==> config.mk <==
export PLATFORM = sky130hd
export DESIGN_NAME = program_counter
export DESIGN_NICKNAME = d
export VERILOG_FILES = /design/src/rtl/program_counter.sv
export SDC_FILE = /design/constraint.sdc
export NUM_CORES = 1
export LEC_CHECK = 0
export BUFFER_PORTS_ARGS = -buffer_cell sky130_fd_sc_hd__buf_2
export CORE_MARGIN = 5
export CORE_UTILIZATION = 48
export CTS_CLUSTER_DIAMETER = 120
export CTS_CLUSTER_SIZE = 20
export DETAILED_ROUTE_END_ITERATION = 10
export MAX_ROUTING_LAYER = met4
export PLACE_DENSITY = 0.85
export SYNTH_ARGS = -nofsm -noshare
export SYNTH_HDL_FRONTEND = slang
export SYNTH_SLANG_ARGS = --single-unit
export TNS_END_PERCENT = 50
==> constraint.sdc <==
create_clock -name clock -period 2.1 [get_ports clock]
set_input_delay 0.525 -clock clock [delete_from_list [all_inputs] [get_ports clock]]
set_output_delay 0.525 -clock clock [all_outputs]
set_load 0.01 [all_outputs]
==> src/rtl/program_counter.sv <==
// Program counter: holds the current instruction address; each rising clock
// edge it resets, stalls, loads a jump target, increments, or holds.
// `wrapped` pulses for one cycle after an increment from all-ones to zero.
module program_counter #(
  parameter int unsigned WIDTH = 16
) (
  input  logic             clock,
  input  logic             reset,
  input  logic             stall,
  input  logic             load,
  input  logic             inc,
  input  logic [WIDTH-1:0] in,
  output logic [WIDTH-1:0] out,
  output logic             wrapped
);

  localparam int unsigned SUM_W = WIDTH + 1;

  logic [SUM_W-1:0] sum;
  logic [WIDTH-1:0] inc_sel;
  logic [WIDTH-1:0] load_sel;
  logic [WIDTH-1:0] next_out;
  logic             carry;
  logic             next_wrapped;

  // Incrementer: the carry out of the MSB is exactly the wrap condition
  always_comb begin
    sum   = {1'b0, out} + SUM_W'(1);
    carry = sum[WIDTH];
  end

  // Mux chain: inc/hold, then load, then stall hold, then synchronous reset
  always_comb begin
    inc_sel      = out;
    load_sel     = out;
    next_out     = out;
    next_wrapped = 1'b0;

    inc_sel  = inc  ? sum[WIDTH-1:0] : out;
    load_sel = load ? in             : inc_sel;
    next_out = stall ? out           : load_sel;

    // Only a real increment (not blocked by stall or overridden by load) can wrap
    next_wrapped = ~stall & ~load & inc & carry;

    if (reset) begin
      next_out     = '0;
      next_wrapped = 1'b0;
    end
  end

  // Address and wrap-flag registers
  always_ff @(posedge clock) begin
    out     <= next_out;
    wrapped <= next_wrapped;
  end

endmodule

==> out/qor.yml, run 1 <==
run_status: "finished clean"
layout.cells.non_filler: 203
ctsHoldBuffers: 0
synth_flop_cell: "dfxtp_1"
share_comb_of_total_power_pct: 20.9
floorplan.die.width_um: 56.9
postSynthCellCount: 138
final.period_utilization_pct: 89.6
slew_limit_fails: 0
cellLeakagePower_uw: 0.000518
synthesis.area_per_instance_um2: 7.66
numClockSinks: 17
switchingPower_uw: 208
cpPeakStageDelay_ps: 450
wire_length_of_the_first_global_routing_pass_mm: 5.20
die_footprint_um2: 3240
critical_path_required_ps: 2330
fin_skew_ps: 2.59
detailedRoute.firstIterationViolations: 51
num_vias: 1268
post_route_cells_drive_above_1_share_pct: 30.9
cts.reportedPaths.clkPinSlew_ps: 100
core_area_um2: 2150
firstDrtPassIters: 4
std_cell_rows: 17
internal_power_uw: 477
fin_total_pwr_uw: 685
floorplan.io_pins: 38
cp_data_arrival_time_ps: 2110
placed_cells: 199
globalRoute.totalOverflow: 0
timing.final.crit_period_ps: 1880
worstHoldPathType: "in2reg"
clockPowerShare_pct: 26.1
yosysWarnings: 0
netlist-cell-type-count: 38
grt_start_max_net_pins: 21
n_antenna_cell: 0
wl_per_cell_um: 15.5
cap_viol_max_count: 0
routabilityCongestion: 1.01
resize_count_post_cts: 0
synthToLayoutAreaGrowth_pct: 23.8
syn_nets: 160
crit_type: "reg2reg"
clock_tree_from_tritoncts: "built"
synth_area_um2: 1060
viasPerCell: 6.25
die_height_um: 56.9
yosys-top-cells-area: "dfxtp_1 32%, nand2_1 6.4%, nor2_1 4.6%"
clkLatencyLatePin_ps: 290
power.density_nw_per_um2: 523
cts_inserted_buffers: 3
n_fill_cell: 210
timing_hold_violations_final: 0
wirelength_mm: 3.15
critPathCaptureType: "flop"
nets: 198
setup_viol_count_final: 0
cts.repair_timing.setup_buffer_count: 0
postSynthRegisterBits: 17
total_track_usage_pct: 20.2
synth_seq_area_share_pct: 32.2
relSlewSlack_pct: 74.9
async_flop_share_pct: 0
first_global_vias: 1211
share_of_the_synthesized_area_in_the_top_cell_type_pct: 32.2
clockBufferDepth: 2
clock_tree.htree_level_count: 1
cp_max_fo: 5
yosysMostFrequentCell: "nand2_1"
launching_element_type_of_the_critical_path: "flop"
synth_edf_count: 0
grt_setup_unrepaired: "false"
synth.cells.most_frequent: "18 x nand2_1, 17 x dfxtp_1, 13 x nor2_1"
hpwlAfterDp_mm: 2.42
ant_nets: 0
highest_achievable_clock_rate_mhz: 531
synth_top_area_cell: "dfxtp_1"
cp_slowest_cell: "or3_4"
grt_antenna_before_repair: 0
path_cells: "ha_1 > nand4_2 > or3_4 > or4_1 > a31oi_1"
clock_tree.root_cell: "clkbuf_4"
worst_margin_pin_slew_ps: 372
buffer_ports.inserted: 37
power.share.switching_pct: 30.4
final.setup.tns_ps: 0
floorplan.initialDensity_pct: 49.2
remaining_drc_errors: 0
vdd_drop_max_v: 0.000260
seq_power_share_pct: 53.1
[flip-flops by register name, indices dropped and copies added (netlist names)]
register,count
out,16
wrapped,1
[path summary, 6_finish.rpt]
kind	end	slack (ps)	cells after the start	start
min reg2reg	wrapped$_SDFF_PP0_	540	2	out[15]$_SDFFE_PP0P_
min	out[10]$_SDFFE_PP0P_	480	3	in[10]
max	out[10]$_SDFFE_PP0P_	220	5	out[0]$_SDFFE_PP0P_
max reg2reg	out[10]$_SDFFE_PP0P_	220	5	out[0]$_SDFFE_PP0P_
[routing by layer]
layer  wire (um)  track usage [%]  up-vias  share of wire [%]
met2        1480             30.5       68                 47
met3         301             5.43       11                9.5
li1            -                -      599                  -
met4          59             10.9        0                1.9
met5           0                -        -                  0
met1        1310             24.5      590                 42
[power by group through the flow]
stage	combinational, uW	clock (uW)	sequential, uW
after global routing	157	202	366
after floorplan	73.8	0	374
after global placement	137	0	369
after detailed placement	141	0	370
after CTS	142	179	362
final	143	179	363
[critical path: cells and delay by family (launching register included)]
family                     cells  cell delay [ps]
adders and majority gates      1              250
DFF                            1              360
AOI/OAI and AO/OA              1              160
and+or+nand+nor                3             1050
[metrics by stage]
stage               hold WS (ps)  setup slack, ps  util [%]  instance area (um2)
global placement             509              263      59.7                 1280
floorplan                    508              199         -                 1060
finish                       479              218      60.9                 1310
global route                 489             97.8      60.9                 1310
detailed placement           523              239      59.7                 1280
CTS                          484              235      60.9                 1310
[cell families (layout without fill, tap and decap cells)]
logic type	count (synthesis)	in the layout	synth area share, %
and+or+nand+nor	64	64	30.3
AOI/OAI and AO/OA	39	39	27.5
DFF	17	17	32.2
buffers and inverters	13	50	4.85
muxes	4	4	4.02
adders and majority gates	1	1	1.18
[cell type report]
class,instances,area (um2),share of cell area [%]
Multi-Input combinational cell,108,666,50.9
Sequential cell,17,340,26.0
Timing Repair Buffer,43,230,17.6
Tap cell,28,35.0,2.68
Clock buffer,4,26.3,2.01
Inverter,3,11.3,0.860
[cells in the final DEF, fill, tap and decap left out, types with 2 or more instances in the layout]
cell / n
inv_1: 3
nor2b_1: 2
nand3_1: 8
o31ai_1: 5
o211ai_1: 2
nand2_1: 18
nand4_1: 4
o311ai_0: 3
mux2_2: 2
buf_4: 6
o41ai_1: 2
buf_2: 37
a22oi_1: 2
nand2b_1: 2
o21ai_0: 2
or3_1: 2
a31oi_1: 5
nor3_1: 4
mux2i_1: 2
a21oi_1: 6
dfxtp_1: 17
o21ba_2: 2
clkbuf_4: 3
a32o_1: 2
o2bb2ai_1: 2
nor2_1: 13
nor4_1: 6
Power figures use the tool's default switching activity.
==> run 2: changes to the inputs <==
--- a/config.mk
+++ b/config.mk
@@ -7,12 +7,12 @@
 export LEC_CHECK = 0
 export BUFFER_PORTS_ARGS = -buffer_cell sky130_fd_sc_hd__buf_2
 export CORE_MARGIN = 5
-export CORE_UTILIZATION = 48
+export CORE_UTILIZATION = 30
 export CTS_CLUSTER_DIAMETER = 120
 export CTS_CLUSTER_SIZE = 20
 export DETAILED_ROUTE_END_ITERATION = 10
 export MAX_ROUTING_LAYER = met4
-export PLACE_DENSITY = 0.85
+export PLACE_DENSITY = 0.6
 export SYNTH_ARGS = -nofsm -noshare
 export SYNTH_HDL_FRONTEND = slang
 export SYNTH_SLANG_ARGS = --single-unit
==> out/qor.yml, run 2 (synthesis gave the netlist of run 1 again) <==
clock_tree.root_cell: "clkbuf_4"
cpPeakStageDelay_ps: 450
holdPathStages: 3
cts_inserted_buffers: 3
top_signal_layer_used: "met4"
floorplan.die.width_um: 69.4
cellLeakagePower_uw: 0.000528
timing_hold_violations_final: 0
remaining_drc_errors: 0
worst-r2r-cell-count: 5
cp_slowest_cell: "or3_4"
run_status: "finished clean"
timing.final.crit_period_ps: 1880
largest_register_ff_count: 16
timing.critical_path.max_delay_family: "simple AND/OR/NAND/NOR gates"
ant_nets: 0
path_cells: "ha_1 > nand4_2 > or3_4 > or4_1 > a31oi_1"
grt_setup_unrepaired: "false"
routabilityCongestion: 0.889
n_fill_cell: 394
grt_antenna_before_repair: 0
crit_type: "reg2reg"
total_track_usage_pct: 14.4
relSlewSlack_pct: 75.6
cp_max_fo: 5
final.setup.tns_ps: 0
slew_limit_fails: 0
hpwlAfterDp_mm: 2.55
finish.utilization_pct: 40.0
first_global_vias: 1237
cts.reportedPaths.clkPinSlew_ps: 110
worstHoldPathType: "in2reg"
fin_skew_ps: 12.0
critPathCaptureType: "flop"
std_cell_rows: 21
cp_data_arrival_time_ps: 2100
wl_per_cell_um: 14.8
cp_num_buf_inv: 0
die_height_um: 69.4
num_vias: 1229
multi_input_comb_area_um2: 666
post_route_cells_drive_above_1_share_pct: 31.6
viasPerCell: 5.51
numClockSinks: 17
layout_common_cells: "37 x buf_2, 18 x nand2_1, 17 x dfxtp_1, 13 x nor2_1"
n_antenna_cell: 0
vdd_drop_max_v: 0.000261
nets: 200
cts.repair_timing.setup_buffer_count: 0
clock_tree.htree_level_count: 1
cap_viol_max_count: 0
firstDrtPassIters: 4
rrSetupSlack_ps: 220
wirelength_mm: 3.30
wire_length_of_the_first_global_routing_pass_mm: 5.71
holdPathEnd: "out[9]$_SDFFE_PP0P_"
detailedRoute.firstIterationViolations: 79
core_area_um2: 3360
setup_viol_count_final: 0
critical_path_required_ps: 2320
floorplan.io_pins: 38
grt_start_max_net_pins: 18
globalRoute.totalOverflow: 0
largest-register: "out"
fin_total_pwr_uw: 690
highest_achievable_clock_rate_mhz: 531
final.period_utilization_pct: 89.7
clock_tree_from_tritoncts: "built"
clockBufferDepth: 2
rr_endpoint: "out[10]$_SDFFE_PP0P_"
mostFrequentLayoutCell: "buf_2"
dr_wl_met3_um: 185
drt-met1-wl_mm: 1.59
ctsHoldBuffers: 0
buffer_ports.inserted: 37
floorplan.initialDensity_pct: 31.4
worst_reg2reg_startpoint: "out[0]$_SDFFE_PP0P_"
worst_margin_pin_slew_ps: 362
launching_element_type_of_the_critical_path: "flop"
die_footprint_um2: 4810
resize_count_post_cts: 0
synthToLayoutAreaGrowth_pct: 27.3
wl_met2_mm: 1.49
final-seq-area_um2: 340
clkLatencyLatePin_ps: 300
biggestRegsByFlops: "out (16), wrapped (1)"
hold_path.startpoint: "in[9]"
power.density_nw_per_um2: 513
-- run 2: cell types whose count changed in the layout (fill, tap and decap cells not counted) --
cell | previous run | this run
buf_4 | 6 | 8
-- run 2: area by class of cell --
type                            count  share of cell area [%]
Clock buffer                        4                    1.95
Inverter                            3                   0.836
Multi-Input combinational cell    108                    49.4
Sequential cell                    17                    25.3
Tap cell                           46                    4.28
Timing Repair Buffer               45                    18.2
-- run 2: worst min-delay path: stages --
cell     delay [ps]
buf_2           100
nand2_1          40
a31oi_1          70
-- run 2: worst max path at each step --
stage                             start                    to  depth (start not counted)
floorplan           out[0]$_SDFFE_PP0P_  out[10]$_SDFFE_PP0P_                          5
global placement                  stall  out[10]$_SDFFE_PP0P_                          5
detailed placement                stall  out[10]$_SDFFE_PP0P_                          5
CTS                 out[0]$_SDFFE_PP0P_  out[10]$_SDFFE_PP0P_                          5
global route        out[0]$_SDFFE_PP0P_  out[10]$_SDFFE_PP0P_                          5
finish              out[0]$_SDFFE_PP0P_  out[10]$_SDFFE_PP0P_                          5
-- run 2: metal layers --
metal,global-route usage (%),up-vias
li1,-,609
met1,18.3,570
met2,23.2,45
met3,3.04,5
met4,3.69,0
met5,-,-
-- run 2: report_power, final --
part           leakage (uW)  internal (uW)  total (uW)  switching [uW]
Sequential         0.000139            340         362            22.7
Clock             0.0000150           74.0         182             108
Combinational      0.000374           65.8         146            79.8
-- run 2: per-stage QoR --
step | instance area, um2 | hold WS (ps) | instances | setup WS [ps]
after floorplan | 1060 | 508 | 138 | 199
after global routing | 1350 | 515 | 223 | 97.3
after CTS | 1350 | 487 | 223 | 226
after detailed placement | 1320 | 492 | 219 | 210
after global placement | 1320 | 518 | 219 | 249
final | 1350 | 488 | 223 | 217
